--- src/rtl/residual_ctrl.sv ---
// Sequencer for the 8-wide residual datapath: walks 1..MAX_BLK 8x8 sub-blocks row by row.
// Latency: 3 cycles from a rd_addr to its matching out_valid/out_row/out_last tag.
// Backpressure: waits on dst_ready before issuing; once issuing, every row is pushed unconditionally.
module residual_ctrl #(
  parameter int ROWS    = 8,
  parameter int MAX_BLK = 4,
  parameter int ADDRW   = 5
) (
  input  logic             clock,
  input  logic             reset,
  input  logic             start,
  input  logic [2:0]       blk_count,
  input  logic             dst_ready,
  output logic             rd_en,
  output logic [ADDRW-1:0] rd_addr,
  output logic             res_enable,
  output logic             out_valid,
  output logic [ADDRW-1:0] out_row,
  output logic             out_last,
  output logic             busy,
  output logic             done
);

  // One extra bit so the compare against total never wraps.
  localparam int AW1 = ADDRW + 1;
  localparam logic [AW1-1:0] ROWS_W = AW1'(ROWS);
  localparam logic [AW1-1:0] MAXB_W = AW1'(MAX_BLK);

  typedef enum logic [2:0] {IDLE, WAIT_DST, ISSUE, DRAIN, DONE} state_t;

  state_t           state, state_nxt;
  logic [AW1-1:0]   total;
  logic [AW1-1:0]   cnt;
  logic [1:0]       drain_cnt;
  logic [AW1-1:0]   blk_ext;
  logic [AW1-1:0]   req_total;
  logic             last_issue;

  // Pipeline tag stages mirroring the read buffer and the residual stage's registers.
  logic             v2;
  logic [ADDRW-1:0] a1, a2;
  logic             l1, l2;

  // Clamp the requested block count and convert it to a row total.
  always_comb begin
    blk_ext = AW1'(blk_count);
    if (blk_ext > MAXB_W) blk_ext = MAXB_W;
    req_total = blk_ext * ROWS_W;
  end

  assign last_issue = (cnt == total - AW1'(1));

  // State register plus request total, row counter and drain counter.
  always_ff @(posedge clock or posedge reset) begin
    if (reset) begin
      state     <= IDLE;
      total     <= '0;
      cnt       <= '0;
      drain_cnt <= '0;
    end else begin
      state <= state_nxt;
      if (state == IDLE && start) total <= req_total;
      // Counter returns to 0 after the last row so rd_addr idles at 0.
      if (state == ISSUE) cnt <= last_issue ? '0 : cnt + AW1'(1);
      if (state == DRAIN) drain_cnt <= drain_cnt + 2'd1;
      else                drain_cnt <= '0;
    end
  end

  // Next-state logic.
  always_comb begin
    state_nxt = state;
    case (state)
      IDLE: begin
        if (start) begin
          if (blk_count == 3'd0) state_nxt = DONE;
          else if (dst_ready)    state_nxt = ISSUE;
          else                   state_nxt = WAIT_DST;
        end
      end
      WAIT_DST: if (dst_ready) state_nxt = ISSUE;
      ISSUE:    if (last_issue) state_nxt = DRAIN;
      DRAIN:    if (drain_cnt == 2'd2) state_nxt = DONE;
      DONE:     state_nxt = IDLE;
      default:  state_nxt = IDLE;
    endcase
  end

  assign rd_en   = (state == ISSUE);
  assign rd_addr = cnt[ADDRW-1:0];
  assign busy    = (state != IDLE);
  assign done    = (state == DONE);

  // Delay the read address, its qualifier and the last-row flag by three cycles.
  always_ff @(posedge clock or posedge reset) begin
    if (reset) begin
      res_enable <= 1'b0;
      a1         <= '0;
      l1         <= 1'b0;
      v2         <= 1'b0;
      a2         <= '0;
      l2         <= 1'b0;
      out_valid  <= 1'b0;
      out_row    <= '0;
      out_last   <= 1'b0;
    end else begin
      res_enable <= rd_en;
      a1         <= rd_addr;
      l1         <= rd_en & last_issue;
      v2         <= res_enable;
      a2         <= a1;
      l2         <= l1;
      out_valid  <= v2;
      out_last   <= v2 & l2;
      // Row index only advances with a valid row; otherwise it holds.
      if (v2) out_row <= a2;
    end
  end

endmodule

--- config.mk ---
export PLATFORM = sky130hd
export DESIGN_NAME = residual_ctrl
export DESIGN_NICKNAME = d
export VERILOG_FILES = /design/src/rtl/residual_ctrl.sv
export SDC_FILE = /design/constraint.sdc
export NUM_CORES = 1
export LEC_CHECK = 0
export BUFFER_PORTS_ARGS = -buffer_cell sky130_fd_sc_hd__buf_2
export CORE_AREA = 2 2 55 57
export CTS_BUF_LIST = sky130_fd_sc_hd__clkbuf_16
export DETAILED_ROUTE_END_ITERATION = 7
export DIE_AREA = 0 0 57 59
export PLACE_DENSITY = 0.77
export SYNTH_ARGS = -nofsm -noshare
export SYNTH_HDL_FRONTEND = slang
export SYNTH_SLANG_ARGS = --single-unit
--- constraint.sdc ---
create_clock -name clock -period 2.1 [get_ports clock]
set_input_delay 0.21 -clock clock [delete_from_list [all_inputs] [get_ports clock]]
set_output_delay 0.21 -clock clock [all_outputs]
set_load 0.01 [all_outputs]
==> results.ini, run 1 <==
[drt]
dr.pass1.iters = 4
routed_wl_um = 2160
postRouteAntennaNets = 0
avgRoutedWirePerCell_um = 13.0
routed.top_layer = met4
drt-initial-drc-count = 23
met1Wirelength_um = 923
vias = 900
wl_met3_um = 99
viasPerCell = 5.42
drc = 0
wl_met2_um = 1090

[placed_design]
dp_hpwl_um = 1570
place.gp.congestion = 0.744
portBuffers = 22
placed_cells = 158

[power_and_ir_drop]
switching_share_pct = 30.9
p_seq_share_pct = 41.9
combPwrFrac_pct = 28.6
power_mw = 2.73
p_clk_share_pct = 29.5
p_switching_uw = 844
intPower_mw = 1.88
vdd_drop_max_uv = 1320
static-leakage-power_nw = 0.822
powerDensity_nw_per_um2 = 1620

[run_status]
outcome = finished, final reports clean

[clock_tree]
root_buffer = clkbuf_16
postCtsSetupRepairBufs = 0
numCtsBuffers = 5
cts_tree = done
h-tree-depth = 2
post_cts_resized = 0
cts_sinks = 35
clk_latency_ps = 270
clock_path_buffers = 2
clkTransAtPathRegs_ps = 50
ctsHoldBuffers = 0

[floorplan]
ios = 23
die_x_um = 57
core_um2 = 2710
die_area_um2 = 3360
start_util_pct = 52.8
fp.dieH_um = 59
rows = 19

[sta]
final.setup.tns_ps = 0
slew_headroom_pct = 57.2
slew_violations = 0
hold_viol = 0
min_period_ps = 1860
setup-violations-final = 0
tightest_slew_ps = 636
skew_ps = 2.23
max_freq_mhz = 538
min_period_over_period_pct = 88.5
rsz0062_at_grt = false

[global_route]
grt_max_degree = 36
grt_pass1_vias = 865
grt_antenna_before_repair = 0
grt_pass1_wl_um = 3850
grt.total_usage_pct = 15.7
overflow = 0

[layout]
n_fill_cell = 225
final_cells = 166
syn_to_final_growth_pct = 17.8
num_antenna_cells = 0
drive_above_1_share_pct = 29.6
nets = 144

[synth]
async_reset_ff_share_pct = 100
synth_flop_cell = dfrtp_1
netlist.top_cell.by_area = dfrtp_1
synthTopCellsByCount = dfrtp_1, nand2_1, buf_4, mux2_2, o21ai_0
ys_types = 34
avgSynthCellArea_um2 = 12.8
yosysTopAreaCellShare_pct = 61.2
seq_area_frac_synth_pct = 61.2
synth_nets = 122
synth.cell_area_um2 = 1430
synth-edff-count = 0
synthCells = 112
synth_seq_cells = 35
ys.warnings.count = 0
synthTopCellsByArea = dfrtp_1, mux2_2, buf_4, ha_1, o21ai_0
yosysMostFrequentCell = dfrtp_1

[critical_path]
critPathMaxFanout = 10
cp-end-kind = output pin
critical_path_class = flip-flop to output pin
arrival_ps = 1650
cp.required_ps = 1890
startpoint_type = flip-flop

[min_path]
hp-class = primary input to asynchronous set/reset pin

[job]
drv_cap = 0

-- routing by layer --
metal / GRT usage (%) / up-vias
met4: 9.97 / 0
met3: 4.37 / 7
met5: 0 / -
met2: 25.5 / 24
met1: 18.5 / 439
li1: - / 430
-- cells in the final DEF, fill, tap and decap left out, types with 4 or more instances in the layout --
cell,count
dfrtp_1,35
buf_2,22
nand2_1,8
o21ai_0,6
mux2_2,6
inv_1,5
clkbuf_16,5
nor3_1,4
or3_1,4
-- sequential cells by signal (all words and copies together) (netlist names), 2 cells and up --
name,count
cnt,6
a1,5
a2,5
out_row,5
state,3
total,3
drain_cnt,2
-- kinds of logic after synthesis --
family	Yosys count	synth area share, %
flops	35	61.2
buf+inv	15	6.65
compound gates	18	8.92
mux	7	5.42
simple gates	30	11.6
xor+xnor	4	3.50
fa+ha+maj	3	2.62
-- layout make-up --
class,instances,area (um2),area share (%)
Clock buffer,5,125,7.42
Multi-Input combinational cell,62,459,27.2
Inverter,6,22.5,1.34
Clock inverter,3,38.8,2.30
Sequential cell,35,876,52.0
Tap cell,31,38.8,2.30
Timing Repair Buffer,24,125,7.42
-- power groups by stage --
stage               combinational [mW]  clock [mW]  sequential, mW
floorplan                        0.695           0            1.10
global placement                 0.769           0            1.14
detailed placement               0.792           0            1.16
CTS                              0.794       0.822            1.15
global route                     0.884       0.856            1.19
finish                           0.779       0.805            1.14
-- final timing paths --
check / startpoint / endpoint / slack (ps) / cells after the start
setup / recovery: state[0]$_DFFE_PP0P_ / rd_en / 240 / 3
hold / removal: reset / out_valid$_DFF_PP0_ / 20 / 3
setup reg to reg: state[0]$_DFFE_PP0P_ / cnt[5]$_DFFE_PP0P_ / 310 / 3
hold reg to reg: a1[4]$_DFF_PP0_ / a2[4]$_DFF_PP0_ / 350 / 0
max in group asynchronous: reset / state[0]$_DFFE_PP0P_ / 1790 / 3
min in group clock: blk_count[1] / total[4]$_DFFE_PP0P_ / 200 / 3
-- stage by stage --
step,hold slack [ps],util [%],worst slack (ps),area [um2]
after global routing,65.9,62.2,128,1690
after global placement,313,56.1,406,1520
after detailed placement,324,56.1,325,1520
after CTS,35.1,62.2,243,1690
after floorplan,331,-,392,1430
final,16.6,62.2,242,1690
-- critical path, stage by stage, from the launching register on --
cell	delay [ps]
dfrtp_1	460
or3b_1	540
clkinv_1	210
buf_2	160
(Power assumes the default switching activity.)
==> run 2: changes to the inputs <==
- ABC_AREA: unset -> 1
- PLACE_DENSITY: 0.77 -> 0.78
==> run 2 against run 1 <==
Effect of this change:
- die area is the same
- non-clock buffer count is 1 lower
- sequential power rose by 4%
- power is 4.4% higher
- clock skew increased by 1.7 ps
- design area grew 0.74%
- clock power down 18%
- sequential cell count is the same
- area after synthesis increased by 1.3%
- utilization grew 0.46 points
==> results.ini, run 2 <==
[layout]
drive_above_1_share_pct = 29.6
mostFrequentLayoutCells = dfrtp_1, nand2_1, buf_2
num_antenna_cells = 0
fin_util_pct = 62.6
largest_register = cnt
n_fill_cell = 223
syn_to_final_growth_pct = 17.2
layout_commonest_cell = dfrtp_1
largest_reg_flops = 6
final_area_um2 = 1700
nets = 169

[clock_tree]
numCtsBuffers = 5
cts_sinks = 35
root_buffer = clkbuf_16
ctsHoldBuffers = 0
postCtsSetupRepairBufs = 0
clock_path_buffers = 2
clkTransAtPathRegs_ps = 50
h-tree-depth = 2
clk_latency_ps = 270
cts_tree = done
post_cts_resized = 0

[run_status]
outcome = finished, final reports clean

[synth]
ys_types = 27
synth_seq_cells = 35
yosys.area_share.simple_pct = 17.0
muxShareOfSynthArea_pct = 4.58
synth_flop_cell = dfrtp_1
synth_nets = 145
synthAdderAreaFrac_pct = 2.59
seq_area_frac_synth_pct = 60.4
async_reset_ff_share_pct = 100
avgSynthCellArea_um2 = 10.7
synth_top_family_by_area = simple AND/OR/NAND/NOR gates
synth-edff-count = 0
synth_compound_area_share_pct = 3.45
ys.warnings.count = 0
synth_xor_area_share_pct = 3.02
netlist.top_cell.by_area = dfrtp_1
synth.cell_area_um2 = 1450
yosysMostFrequentCell = dfrtp_1
yosysTopAreaCellShare_pct = 60.4
synthCells = 135
synthTopCellsByArea = dfrtp_1, nand2_1, inv_1, mux2_2, buf_4
synthTopCellsByCount = dfrtp_1, nand2_1, inv_1

[critical_path]
critical_path.top_delay_family = simple AND/OR/NAND/NOR gates
cp.required_ps = 2250
critical_path_class = flip-flop to flip-flop
crit_chain = inv_1, ha_1, xnor2_1, nor2_1, nand2_1, nor2_1, nor2_1
slowest_delay_ps = 370
cp-end-kind = flip-flop
cpMostUsedCell = nor2_1
arrival_ps = 1590
cp_num_buf_inv = 1
critPathMaxFanout = 3
crit_path_top_delay_cell = dfrtp_1
startpoint_type = flip-flop

[floorplan]
start_util_pct = 53.5
die_x_um = 57
rows = 19
die_area_um2 = 3360
ios = 23
fp.dieH_um = 59
core_um2 = 2710

[sta]
min_period_over_period_pct = 68.3
finalWorstSetupSlack_ps = 665
slew_violations = 0
tightest_slew_ps = 414
hold_viol = 0
rsz0062_at_grt = false
slew_headroom_pct = 72.4
min_period_ps = 1430
setup-violations-final = 0
max_freq_mhz = 697
final.setup.tns_ps = 0
skew_ps = 3.89

[placed_design]
pre_cts_ws_ps = 667
dpl_cell_area_um2 = 1560
place.gp.congestion = 0.783
dp_hpwl_um = 1600
portBuffers = 22

[drt]
routed_wl_um = 2170
dr.pass1.iters = 4
viasPerCell = 4.99
drc = 0
drt-initial-drc-count = 13
avgRoutedWirePerCell_um = 11.4
vias = 949
postRouteAntennaNets = 0

[power_and_ir_drop]
power_mw = 2.85
static-leakage-power_nw = 0.890
vdd_drop_max_uv = 977
powerDensity_nw_per_um2 = 1680

[global_route]
grt_pass1_wl_um = 3780
grt_pass1_vias = 941
grt_antenna_before_repair = 0
grt.total_usage_pct = 15.5
grt_max_degree = 36
overflow = 0

[job]
drv_cap = 0

[min_path]
hp-class = primary input to asynchronous set/reset pin

## run 2: worst reg2reg max path, delay by kind of cell (launching register included)
kind | cells | cell delay (ps)
flops | 1 | 370
fa+ha+maj | 1 | 250
simple gates | 4 | 490
xor+xnor | 1 | 130
buf+inv | 1 | 100
## run 2: per-stage QoR
stage	hold slack (ps)	instances
global route	63.5	190
global placement	316	183
finish	22.4	190
CTS	32.3	190
detailed placement	321	183
floorplan	331	135
## run 2: worst paths after layout
| path | startpoint | cells after the start | endpoint | slack (ps) |
|---|---|---|---|---|
| min | reset | 3 | a1[1]$_DFF_PP0_ | 20 |
| max in group asynchronous | reset | 3 | a1[2]$_DFF_PP0_ | 1780 |
| max reg2reg | total[3]$_DFFE_PP0P_ | 7 | cnt[5]$_DFFE_PP0P_ | 670 |
| max | total[3]$_DFFE_PP0P_ | 7 | cnt[5]$_DFFE_PP0P_ | 670 |
| min reg2reg | a1[2]$_DFF_PP0_ | 0 | a2[2]$_DFF_PP0_ | 340 |
| min in group clock | blk_count[1] | 3 | total[4]$_DFFE_PP0P_ | 210 |
## run 2: cells by family (layout without fill, tap and decap cells)
group | after synthesis | after routing
compound gates | 8 | 8
xor+xnor | 5 | 5
fa+ha+maj | 3 | 3
buf+inv | 28 | 52
flops | 35 | 35
mux | 6 | 6
simple gates | 50 | 50
## run 2: final cells by class
class / instances / area (um2) / share of cell area, %
repair buffers: 23 / 118 / 6.93
multi-input cells: 72 / 444 / 26.2
inverters: 22 / 87.6 / 5.16
flip-flops and latches: 35 / 876 / 51.6
well taps: 31 / 38.8 / 2.28
clock inverters: 2 / 8.76 / 0.516
clock buffers: 5 / 125 / 7.37
## run 2: power breakdown
group          leakage (nW)  internal, mW  switching (mW)
clock network        0.0671         0.424           0.236
registers             0.428         0.981           0.208
logic                 0.395         0.432           0.568
total                 0.890          1.84            1.01
## run 2: per-layer routing
metal	share of wire, %	GRT usage [%]
met1	42	15.2
met2	50	27.4
met3	5.8	5.68
met4	2.5	9.97
met5	0	0
==> run 3: changes to the inputs <==
- CORE_AREA: 2 2 55 57 -> 2 2 58 60
- DIE_AREA: 0 0 57 59 -> 0 0 60 62
- PLACE_DENSITY: 0.78 -> 0.74
- clock period: 2.1 -> 1.3 ns (I/O delays scaled with it)
==> run 3 against run 2 <==
Effect of this change:
- the flow now finishes with violations (setup timing)
- largest power group is now combinational cells
- via count up 5.5%
- count of clock-buffer cells in the layout unchanged
- power up 87%
- non-clock buffer count up 15
- hold slack better by 110 ps
- setup slack worse by 700 ps
- first-iteration DRC count up 31%
- sequential share of layout area down 5.2 points
- sequential cell count unchanged
- fmax up 7.8%
==> results.ini, run 3 (synthesized netlist as in run 2, its figures left out) <==
[layout]
largest_reg_flops = 6
syn_to_final_growth_pct = 30.5
mostFrequentLayoutCells = dfrtp_1, buf_2, nand2_1
final_cells = 221
nets = 184
num_antenna_cells = 0
fin_util_pct = 59.5
layout_commonest_cell = dfrtp_1
largest_register = cnt
drive_above_1_share_pct = 39.4

[critical_path]
slowest_delay_ps = 390
critical_path_class = flip-flop to flip-flop
cp-end-kind = flip-flop
cp.required_ps = 1470
crit_chain = inv_2, ha_4, xnor2_1, nor2_1, nand2_2, nand2_4, nand2_2, nand2_1, nand2_1
arrival_ps = 1500
critPathMaxFanout = 4
crit_path_top_delay_cell = dfrtp_1
startpoint_type = flip-flop

[global_route]
grt_max_degree = 36
grt_pass1_wl_um = 4360
grt.total_usage_pct = 16.3
overflow = 0
grt_pass1_vias = 1050
grt_antenna_before_repair = 0

[clock_tree]
root_buffer = clkbuf_16
clk_latency_ps = 280
clkTransAtPathRegs_ps = 50
h-tree-depth = 2
cts_tree = done
clock_path_buffers = 2
cts_sinks = 35
numCtsBuffers = 5

[floorplan]
start_util_pct = 45.6
rows = 21
core_um2 = 3180
ios = 23
die_x_um = 60
die_area_um2 = 3720
fp.dieH_um = 62

[sta]
slew_violations = 0
rsz0062_at_grt = true
finalWorstSetupSlack_ps = -31.0
setup-violations-final = 5
hold_viol = 0
max_freq_mhz = 751
min_period_ps = 1330
tightest_slew_ps = 418
slew_headroom_pct = 72.1
min_period_over_period_pct = 102
skew_ps = 2.43

[drt]
viasPerCell = 4.53
drt-initial-drc-count = 17
routed_wl_um = 2490
postRouteAntennaNets = 0
dr.pass1.iters = 5
avgRoutedWirePerCell_um = 11.3
drc = 0
vias = 1001

[min_path]
hp-class = primary input to flip-flop

[placed_design]
portBuffers = 22
dp_hpwl_um = 1740
place.gp.congestion = 0.744
placed_cells = 206

[power_and_ir_drop]
vdd_drop_max_uv = 1170
powerDensity_nw_per_um2 = 2820
static-leakage-power_nw = 0.979

[run_status]
outcome = complete, but fails checks
violations = setup timing

[job]
drv_cap = 0

[run 3: changes by cell type in the layout (fill, tap and decap cells not counted), sizes merged]
cell	change
buf	+14
bufinv	+1
dlygate4sd3	+1
[run 3: metal layers]
metal | wire (um) | track usage, %
met1 | 1000 | 16.4
met5 | 0 | 0
met2 | 1320 | 29.8
met4 | 36 | 6.67
met3 | 135 | 7.04
[run 3: power by group]
part	internal, mW	leakage [nW]	total [mW]	switching [mW]
Clock	0.902	0.0838	1.34	0.436
Combinational	1.03	0.468	2.12	1.08
Sequential	1.59	0.427	1.87	0.283
[run 3: area by class of cell]
type	instances	area, um2
Inverter	22	87.6
Tap cell	46	57.6
Clock buffer	5	125
Timing Repair Buffer	38	233
Clock inverter	3	43.8
Multi-Input combinational cell	72	467
Fill cell	270	1290
Sequential cell	35	877
[run 3: final timing paths]
check / from / endpoint / slack [ps] / cells past startpoint
max reg2reg: total[3]$_DFFE_PP0P_ / state[0]$_DFFE_PP0P_ / -30 / 9
min in group asynchronous: reset / out_row[0]$_DFFE_PP0P_ / 500 / 4
min reg2reg: a1[0]$_DFF_PP0_ / a2[0]$_DFF_PP0_ / 340 / 0
max: total[3]$_DFFE_PP0P_ / state[0]$_DFFE_PP0P_ / -30 / 9
max in group asynchronous: reset / state[0]$_DFFE_PP0P_ / 470 / 4
min: blk_count[0] / total[3]$_DFFE_PP0P_ / 130 / 3
[run 3: repair_timing]
item / in CTS / in global routing
cloned: 0 / 0
setup buffers: 6 / 0
endpoints found under the setup margin: 9 / 12
endpoints found under the hold margin: 35 / 0
pin swaps: 3 / 1
hold buffers: 1 / 0
resized for setup: 4 / 2
[run 3: worst max-delay path, delay by kind of cell, from the launching register on]
| kind | cells | cell delay [ps] |
|---|---|---|
| and+or+nand+nor | 6 | 430 |
| DFF | 1 | 390 |
| adders and majority gates | 1 | 200 |
| xor gates and xnor gates | 1 | 110 |
| buffers and inverters | 1 | 80 |
[run 3: through the flow]
stage	setup WS, ps	TNS [ps]	hold WS, ps	power (mW)	instance area [um2]
2_1_floorplan	5.32	0	284	3.18	1450
4_1_cts	-31.1	-61.6	124	5.37	1880
5_1_grt	-123	-813	146	5.74	1890
3_3_place_gp	-32.3	-110	237	3.64	1640
3_5_place_dp	-87.9	-359	250	3.75	1640
6_report	-31.0	-72.7	130	5.33	1890
